===== src/rtl/mem_access_stage.sv =====
// MIPS MEM stage: branch resolution, data-memory access over a req/ack handshake,
// upstream stall while an access is in flight, and the MEM/WB pipeline register.
// Optional feature macro: MEM_TIMEOUT_EN (abort an access after TIMEOUT_CYCLES
// ACCESS cycles without ack and pulse bus_err).
module mem_access_stage #(
  parameter int unsigned TIMEOUT_CYCLES = 16
) (
  input  logic        clk,
  input  logic        rst_n,
  input  logic [1:0]  wb_ctl_in,
  input  logic [2:0]  m_ctl_in,
  input  logic [31:0] add_result,
  input  logic        zero,
  input  logic [31:0] alu_result,
  input  logic [31:0] rdata2,
  input  logic [4:0]  wr_reg,
  input  logic        dmem_ack,
  input  logic [31:0] dmem_rdata,
  output logic        pcsrc,
  output logic [31:0] branch_target,
  output logic        stall,
  output logic        dmem_req,
  output logic        dmem_we,
  output logic [31:0] dmem_addr,
  output logic [31:0] dmem_wdata,
  output logic [1:0]  wb_ctl_out,
  output logic [31:0] read_data,
  output logic [31:0] alu_result_out,
  output logic [4:0]  wr_reg_out,
  output logic        bus_err
);

  typedef enum logic [1:0] {
    StIdle     = 2'b00,
    StAccess   = 2'b01,
    StComplete = 2'b10
  } state_e;

  state_e      r_state;
  state_e      w_state_next;
  logic        w_stall;
  logic        w_memop;
  logic        w_is_store;
  logic        w_timeout;

  logic        r_dmem_req;
  logic        r_dmem_we;
  logic [31:0] r_dmem_addr;
  logic [31:0] r_dmem_wdata;
  logic [1:0]  r_wb_ctl_out;
  logic [31:0] r_read_data;
  logic [31:0] r_alu_result_out;
  logic [4:0]  r_wr_reg_out;

  // A zero timeout would abort every access before memory could answer.
  if (TIMEOUT_CYCLES == 0) begin : g_bad_timeout
    $error("TIMEOUT_CYCLES must be at least 1");
  end

  // MemWrite wins when both MemRead and MemWrite are set.
  assign w_memop    = m_ctl_in[1] | m_ctl_in[0];
  assign w_is_store = m_ctl_in[0];

  // Branch resolution is independent of the access FSM.
  assign pcsrc         = m_ctl_in[2] & zero;
  assign branch_target = add_result;

`ifdef MEM_TIMEOUT_EN
  localparam int unsigned CntW = (TIMEOUT_CYCLES > 1) ? $clog2(TIMEOUT_CYCLES) : 1;

  logic [CntW-1:0] r_cnt;
  logic            r_bus_err;

  // ACCESS cycle counter; held at zero outside ACCESS so each access starts fresh.
  always_ff @(posedge clk or negedge rst_n) begin
    if (!rst_n) begin
      r_cnt <= '0;
    end else if (r_state != StAccess) begin
      r_cnt <= '0;
    end else if (!w_timeout) begin
      r_cnt <= r_cnt + CntW'(1);
    end
  end

  // Timeout fires on the edge closing the last allowed ACCESS cycle; ack has priority.
  assign w_timeout = (r_state == StAccess) && !dmem_ack &&
                     (r_cnt == CntW'(TIMEOUT_CYCLES - 1));

  // One-cycle abort pulse, visible during the COMPLETE cycle.
  always_ff @(posedge clk or negedge rst_n) begin
    if (!rst_n) begin
      r_bus_err <= 1'b0;
    end else begin
      r_bus_err <= w_timeout;
    end
  end

  assign bus_err = r_bus_err;
`else
  assign w_timeout = 1'b0;
  assign bus_err   = 1'b0;
`endif

  // State register.
  always_ff @(posedge clk or negedge rst_n) begin
    if (!rst_n) begin
      r_state <= StIdle;
    end else begin
      r_state <= w_state_next;
    end
  end

  // Next-state and stall decode.
  always_comb begin
    w_state_next = r_state;
    w_stall      = 1'b0;
    unique case (r_state)
      StIdle: begin
        if (w_memop) begin
          w_stall      = 1'b1;
          w_state_next = StAccess;
        end
      end
      StAccess: begin
        w_stall = 1'b1;
        if (dmem_ack || w_timeout) begin
          w_state_next = StComplete;
        end
      end
      StComplete: begin
        w_state_next = StIdle;
      end
      default: begin
        w_state_next = StIdle;
      end
    endcase
  end

  // Reset forces stall low at once even if a memop is presented on the inputs.
  assign stall = w_stall & rst_n;

  // Memory request side: launch from IDLE, hold until ack or timeout.
  always_ff @(posedge clk or negedge rst_n) begin
    if (!rst_n) begin
      r_dmem_req   <= 1'b0;
      r_dmem_we    <= 1'b0;
      r_dmem_addr  <= '0;
      r_dmem_wdata <= '0;
    end else begin
      if (r_state == StIdle && w_memop) begin
        r_dmem_req   <= 1'b1;
        r_dmem_we    <= w_is_store;
        r_dmem_addr  <= alu_result;
        r_dmem_wdata <= rdata2;
      end else if (r_state == StAccess && (dmem_ack || w_timeout)) begin
        r_dmem_req <= 1'b0;
      end
    end
  end

  // Load data capture; stores and aborted accesses leave zero behind.
  always_ff @(posedge clk or negedge rst_n) begin
    if (!rst_n) begin
      r_read_data <= '0;
    end else if (r_state == StAccess) begin
      if (dmem_ack) begin
        r_read_data <= r_dmem_we ? 32'h0 : dmem_rdata;
      end else if (w_timeout) begin
        r_read_data <= '0;
      end
    end
  end

  // MEM/WB register: bubble while stalled, otherwise capture the held EX/MEM fields.
  always_ff @(posedge clk or negedge rst_n) begin
    if (!rst_n) begin
      r_wb_ctl_out     <= 2'b00;
      r_alu_result_out <= '0;
      r_wr_reg_out     <= '0;
    end else if (w_stall) begin
      r_wb_ctl_out <= 2'b00;
    end else begin
      r_wb_ctl_out     <= wb_ctl_in;
      r_alu_result_out <= alu_result;
      r_wr_reg_out     <= wr_reg;
    end
  end

  assign dmem_req       = r_dmem_req;
  assign dmem_we        = r_dmem_we;
  assign dmem_addr      = r_dmem_addr;
  assign dmem_wdata     = r_dmem_wdata;
  assign wb_ctl_out     = r_wb_ctl_out;
  assign read_data      = r_read_data;
  assign alu_result_out = r_alu_result_out;
  assign wr_reg_out     = r_wr_reg_out;

endmodule


===== config.mk =====
export PLATFORM = sky130hd
export DESIGN_NAME = mem_access_stage
export DESIGN_NICKNAME = d
export VERILOG_FILES = /design/src/rtl/mem_access_stage.sv
export SDC_FILE = /design/constraint.sdc
export NUM_CORES = 1
export LEC_CHECK = 0
export CORE_AREA = 2 2 122 124
export CTS_BUF_LIST = sky130_fd_sc_hd__clkbuf_2
export DETAILED_ROUTE_END_ITERATION = 10
export DIE_AREA = 0 0 124 126
export GPL_ROUTABILITY_DRIVEN = 1
export PLACE_DENSITY = 0.82
export RECOVER_POWER = 50
export SYNTH_ARGS = -nofsm -noshare
export SYNTH_HDL_FRONTEND = slang
export SYNTH_SLANG_ARGS = --single-unit

===== constraint.sdc =====
create_clock -name clk -period 1.7 [get_ports clk]
set_input_delay 0.51 -clock clk [delete_from_list [all_inputs] [get_ports clk]]
set_output_delay 0.51 -clock clk [all_outputs]
set_load 0.03 [all_outputs]

==> reports/results.tsv, run 1 <==
stage	metric	value	unit
die	initial_core_util	39.4	%
sta	rsz0062_at_grt	true	
global_routing	overflow	0	
setup_path	cp_cell_sequence	nor3_4, nor2_4, and2_4, buf_6	
layout	seqCellArea	0.00348	mm^2
route	remaining_drc_errors	0	
power	ir_worst_vdd	0.985	mV
power	seq_power_share	33.9	%
die	num_rows	44	
placed_design	hpwl	9450	um
placed_design	placed_area	0.00808	mm^2
power	p_total	17500	uW
sta	worst_slack	-0.436	ns
yosys	synth_cell_types	25	
power	swShare	41.7	%
layout	drive_above_1_share	45.9	%
clock_tree	cts_buffer_depth	2	
setup_path	critPathTopFamily	flip-flops	
setup_path	cp-end-kind	output port	
placed_design	numPortBuffers	248	
sta	hold_viol	0	
setup_path	crit_arrival	1.63	ns
setup_path	crit_buf_inv	1	
layout	final_common_cell	buf_6	
sta	final_max_slew_viol_count	0	
clock_tree	clk_latency	0.65	ns
yosys	avgSynthCellArea	13.8	um^2
min_path	hold_path.class	in -> reg	
sta	whs	0.375	ns
setup_path	cp_max_fo	2	
setup_path	critical_path_class	reg -> out	
die	die_w	124	um
die	pin_count	314	
layout	area_delta_synth_final	54.1	%
placed_design	dp_slack	-0.481	ns
die	die_height	126	um
route	wl	13500	um
sta	finalClockSkew	0.0156	ns
sta	relSlewSlack	19.2	%
layout	multi_input_area	0.00177	mm^2
sta	layout_min_cycle_time	2.14	ns
power	combPwrFrac	56.6	%
global_routing	grt.total_usage	17.2	%
route	ant_nets	0	
global_routing	grt_pass1_vias	4092	
route	vias_per_cell	4.59	
layout	fillers	1098	
yosys	synth_nets	550	
power	p_leak	0.00395	uW
route	vias	3951	
yosys	synth_cells	408	
clock_tree	cts_made_buffers	17	
global_routing	grt_max_degree	140	
route	drt_iter0_drc	119	
sta	fmax	0.468	GHz
global_routing	antenna_found_initial	0	
clock_tree	cts_sinks	139	
clock_tree	cts_tree	built	
placed_design	finalWeightedCongestion	0.721	
run_status	violations	negative setup slack	
power	p_clk_share	9.6	%
clock_tree	htreeDepth	4	
layout	diodes	0	
power	p_int	10200	uW
layout	most-common-layout-cells	buf_6, dfrtp_1, clkdlybuf4s50_1, mux2_2, buf_4	
yosys	synth_area	0.00564	mm^2
clock_tree	clk_pin_slew	0.20	ns
sta	setup-violations-final	138	
die	core	0.0143	mm^2
die	dieArea	0.0156	mm^2
sta	period_share	126	%
layout	stdcell_area	0.00869	mm^2
sta	fin_tns_setup	-5.80	ns
power	p_per_area	2020	mW/mm^2
power	p_switching	7310	uW
setup_path	cp.required	1.19	ns
run	drv_cap	0	
clock_tree	cts-root-buf	clkbuf_2	
run_status	status	complete, but fails checks	
yosys	synth-seq-cells	139	
setup_path	crit_path_start_kind	flip-flop	
route	dr.pass1.iters	4	
setup_path	crit_slowest_cell	dfrtp_1	
route	wl_per_cell	15.7	um
yosys	yosysWarnings	0	
setup_path	max_stage_delay	0.45	ns
sta	worstMarginPinSlew	1.21	ns
layout	nets	805	
global_routing	grt_pass1_wl	20400	um
yosys	synth-seq-area-share	61.7	%
Yosys cell counts:
cell type | count | area, um^2
a211oi_1 | 1 | 7.51
nand2_1 | 33 | 124
clkbuf_2 | 1 | 5.00
conb_1 | 1 | 3.75
nor2_2 | 1 | 6.26
nand3b_1 | 1 | 7.51
o21ai_4 | 1 | 16.3
mux2_4 | 3 | 45.0
dfrtp_1 | 139 | 3480
and2_1 | 2 | 12.5
nor2_1 | 2 | 7.51
o21ai_0 | 33 | 165
nor3_2 | 1 | 10.0
buf_4 | 33 | 248
mux2_1 | 5 | 56.3
nand2b_1 | 32 | 200
buf_6 | 10 | 113
a22o_1 | 1 | 8.76
clkbuf_1 | 4 | 15.0
buf_2 | 5 | 25.0
mux2_2 | 93 | 1050
nor2_4 | 1 | 11.3
inv_1 | 2 | 7.51
nor2b_1 | 2 | 12.5
a2bb2oi_1 | 1 | 8.76
cell families (layout without fill, tap and decap cells):
kind of cell | after synthesis | in the layout | synth area share [%]
AOI/OAI and AO/OA | 37 | 37 | 3.66
buffers and inverters | 55 | 323 | 7.32
DFF | 139 | 139 | 61.7
muxes | 101 | 101 | 20.4
other | 1 | 1 | 0.0665
and+or+nand+nor | 75 | 75 | 6.94
flip-flops by register name, summed over array words and instances, names as in the netlist:
signal,cells
alu_result_out,32
dmem_addr,32
dmem_wdata,32
read_data,32
wr_reg_out,5
r_state,2
wb_ctl_out,2
dmem_req,1
dmem_we,1
metrics by stage:
stage / utilization, % / std cells
2_1_floorplan: - / 408
3_3_place_gp: 56.5 / 797
3_5_place_dp: 56.5 / 797
4_1_cts: 60.1 / 847
5_1_grt: 60.7 / 860
6_report: 60.7 / 860
cell type report:
| type | count | share of cell area (%) |
|---|---|---|
| inverter | 2 | 0.0864 |
| tap | 184 | 2.65 |
| clock inverter | 14 | 1.19 |
| timing repair buffer | 289 | 34.7 |
| clock buffer | 18 | 1.04 |
| multi-input combinational | 214 | 20.3 |
| sequential | 139 | 40.0 |
power by group through the flow:
stage / registers [uW] / logic (uW) / clock network, uW
CTS: 5950 / 9830 / 1780
finish: 5940 / 9930 / 1680
global placement: 5610 / 9050 / 0
global route: 6110 / 10500 / 1940
floorplan: 8750 / 2210 / 0
detailed placement: 5720 / 9190 / 0
final timing paths:
| check | endpoint | slack [ns] | cells past startpoint | start |
|---|---|---|---|---|
| setup / recovery | stall | -0.44 | 4 | r_state[0] |
| hold / removal | read_data[18] | 0.38 | 3 | dmem_rdata[18] |
| setup reg to reg | alu_result_out[19] | 0.11 | 4 | r_state[1] |
| hold reg to reg | read_data[30] | 0.53 | 2 | read_data[30] |
| max in group asynchronous | dmem_addr[8] | 0.21 | 3 | rst_n |
| min in group asynchronous | dmem_addr[27] | 0.71 | 3 | rst_n |
repair_timing:
item,4_1_cts,5_1_grt
resized for setup,953,0
hold buffers,1,0
pin swaps,4,0
hold endpoints to repair,139,0
setup endpoints to repair,139,138
buffers inserted,17,13
worst min-delay path, stage by stage:
cell and delay (ns):
clkdlybuf4s50_1 0.39, nand2b_1 0.06, o21ai_0 0.07
per-layer routing:
layer / wire length, um / vias to the layer above / GRT usage [%]
met1: 5010 / 1886 / 18.0
met3: 1410 / 31 / 8.42
li1: - / 1853 / -
met5: 0 / - / 0
met4: 330 / 0 / 6.87
met2: 6790 / 181 / 29.3
Note: power is estimated with default switching activity, not from simulation.
==> run 2: changes to the inputs <==
--- a/config.mk
+++ b/config.mk
@@ -5,10 +5,10 @@
 export SDC_FILE = /design/constraint.sdc
 export NUM_CORES = 1
 export LEC_CHECK = 0
-export CORE_AREA = 2 2 122 124
+export CORE_AREA = 2 2 141 108
 export CTS_BUF_LIST = sky130_fd_sc_hd__clkbuf_2
 export DETAILED_ROUTE_END_ITERATION = 10
-export DIE_AREA = 0 0 124 126
+export DIE_AREA = 0 0 143 110
 export GPL_ROUTABILITY_DRIVEN = 1
 export PLACE_DENSITY = 0.82
 export RECOVER_POWER = 50
==> run 2 against run 1 <==
Against the previous run: the run still ends with negative setup slack left; maximum frequency down 0.74%; utilization is 1.3 points higher; combinational power hardly changed; sequential share of layout area decreased by 0.83 points; die area is 0.68% higher; setup slack lost 0.016 ns; via count up 3.5%; count of clock-buffer cells in the layout unchanged; non-clock buffer count grew 13; sequential power about the same; critical path depth unchanged; critical path type unchanged.
==> reports/results.tsv, run 2 (synthesis results as in run 1) <==
stage	metric	value	unit	change
sta	relSlewSlack	17.1	%	-2.1 points
route	vias_per_cell	4.59		about the same
setup_path	cp-end-kind	output port		
sta	fin_tns_setup	-8.82	ns	-3.02 ns
clock_tree	htreeDepth	4		unchanged
global_routing	grt_pass1_wl	21300	um	+4.7%
setup_path	crit_end	stall		
die	die_height	110	um	-13%
sta	fmax	0.465	GHz	-0.74%
die	pin_count	314		unchanged
global_routing	overflow	0		unchanged
sta	layout_min_cycle_time	2.15	ns	+0.0159 ns
placed_design	dp_slack	-0.462	ns	+0.0184 ns
global_routing	grt_pass1_vias	4297		+5.0%
die	dieArea	0.0157	mm^2	+0.68%
run_status	status	complete, but fails checks		
route	vias	4088		+3.5%
clock_tree	cts_buffer_depth	2		unchanged
layout	stdcell_area	0.00888	mm^2	+2.1%
layout	drive_above_1_share	46.9	%	+1.0 points
placed_design	finalWeightedCongestion	0.772		+7.0%
route	wl	14200	um	+4.5%
layout	fillers	1067		-2.8%
sta	hold_viol	0		unchanged
sta	period_share	127	%	+0.93 points
clock_tree	cts_tree	built		
sta	worst_slack	-0.452	ns	-0.0159 ns
run_status	violations	negative setup slack		
clock_tree	clk_pin_slew	0.20	ns	about the same
power	p_per_area	2040	mW/mm^2	+1.1%
clock_tree	clk_latency	0.69	ns	+0.04 ns
clock_tree	cts-root-buf	clkbuf_2		
die	core	0.0143	mm^2	about the same
setup_path	cp_max_fo	2		unchanged
setup_path	rr_worst_depth	7		+3
global_routing	antenna_found_initial	1		+1
layout	nets	818		+1.6%
setup_path	crit_arrival	1.64	ns	about the same
clock_tree	cts_made_buffers	17		unchanged
setup_path	cp.required	1.19	ns	about the same
route	drt_iter0_drc	109		-8.4%
route	wl_per_cell	15.9	um	+0.98%
setup_path	crit_path_start_kind	flip-flop		
sta	worstMarginPinSlew	1.24	ns	+0.0317 ns
sta	final_max_slew_viol_count	0		unchanged
die	die_w	143	um	+15%
min_path	hold_path.class	in -> reg		
setup_path	cp-startpoint	r_state[0]		
power	ir_worst_vdd	1.00	mV	+1.9%
setup_path	r2r_end	dmem_addr[28]		
layout	final_common_cell	buf_6		
placed_design	hpwl	9670	um	+2.4%
setup_path	r2r_start	r_state[0]		
route	ant_nets	0		unchanged
power	p_leak	0.00404	uW	+2.3%
setup_path	r2r_slack	0.02	ns	-0.09 ns
placed_design	numPortBuffers	248		unchanged
global_routing	grt.total_usage	17.8	%	+0.62 points
global_routing	grt_max_degree	140		unchanged
placed_design	placed_area	0.00813	mm^2	+0.56%
power	p_total	18100	uW	+3.2%
setup_path	critical_path_class	reg -> out		
die	initial_core_util	39.4	%	about the same
sta	setup-violations-final	138		unchanged
run	drv_cap	0		unchanged
layout	area_delta_synth_final	57.3	%	
sta	finalClockSkew	0.0280	ns	+0.0124 ns
route	dr.pass1.iters	5		+1
die	num_rows	38		-14%
sta	rsz0062_at_grt	true		
sta	whs	0.355	ns	-0.0205 ns
route	remaining_drc_errors	0		unchanged
clock_tree	cts_sinks	139		unchanged
layout	most-common-layout-cells	buf_6, dfrtp_1, clkdlybuf4s50_1, mux2_2, buf_4		
[run 2: changes by cell type in the layout (fill, tap and decap cells not counted), sizes merged]
cell,change
clkinvlp,+1
bufinv,+2
buf,+13
clkinv,-3
diode,+1
[run 2: power by group]
| group | total, uW | switching (uW) | internal (uW) |
|---|---|---|---|
| logic | 10200 | 5140 | 5040 |
| clock network | 1970 | 1170 | 805 |
| registers | 5960 | 1130 | 4830 |
[run 2: what timing repair did]
item,CTS,global route
hold endpoints to repair,139,0
pin swaps,4,0
setup buffers,24,16
hold buffers,1,0
setup endpoints to repair,139,138
resized for setup,955,9
[run 2: per-layer routing]
metal | vias up | part of all wire (%) | global-route usage (%)
met5 | - | 0 | 0
met2 | 176 | 51 | 30.6
met1 | 2020 | 39 | 20.0
met3 | 14 | 8.4 | 7.21
met4 | 0 | 1.3 | 6.93
li1 | 1878 | - | -
[run 2: worst min path at each step]
stage	start	to	slack, ns	cells past startpoint
6_report	dmem_rdata[29]	read_data[29]	0.35	3
5_1_grt	wb_ctl_in[0]	wb_ctl_out[0]	0.23	2
4_1_cts	dmem_rdata[29]	read_data[29]	0.25	3
3_5_place_dp	read_data[6]	read_data[6]	0.47	2
3_3_place_gp	read_data[17]	read_data[17]	0.46	2
2_1_floorplan	rst_n	alu_result_out[0]	0.21	0
[run 2: area by class of cell]
type / count / area (um^2) / area share [%]
diodes: 1 / 2.50 / 0.0282
clock buffers: 18 / 90.1 / 1.01
clock inverters: 14 / 151 / 1.71
inverters: 2 / 7.51 / 0.0846
multi-input cells: 214 / 1770 / 20.0
flip-flops and latches: 139 / 3480 / 39.2
well taps: 200 / 250 / 2.82
repair buffers: 302 / 3120 / 35.2
[run 2: worst max-delay path, stage by stage, from the launching register on]
cell and delay [ns]:
dfrtp_1 0.45, nor3_4 0.19, nor2_4 0.06, and2_4 0.14, buf_6 0.13
[run 2: metrics by stage]
step / util (%) / instances
finish: 62.0 / 890
CTS: 61.1 / 873
floorplan: - / 408
global route: 62.0 / 890
detailed placement: 56.8 / 816
global placement: 56.8 / 816
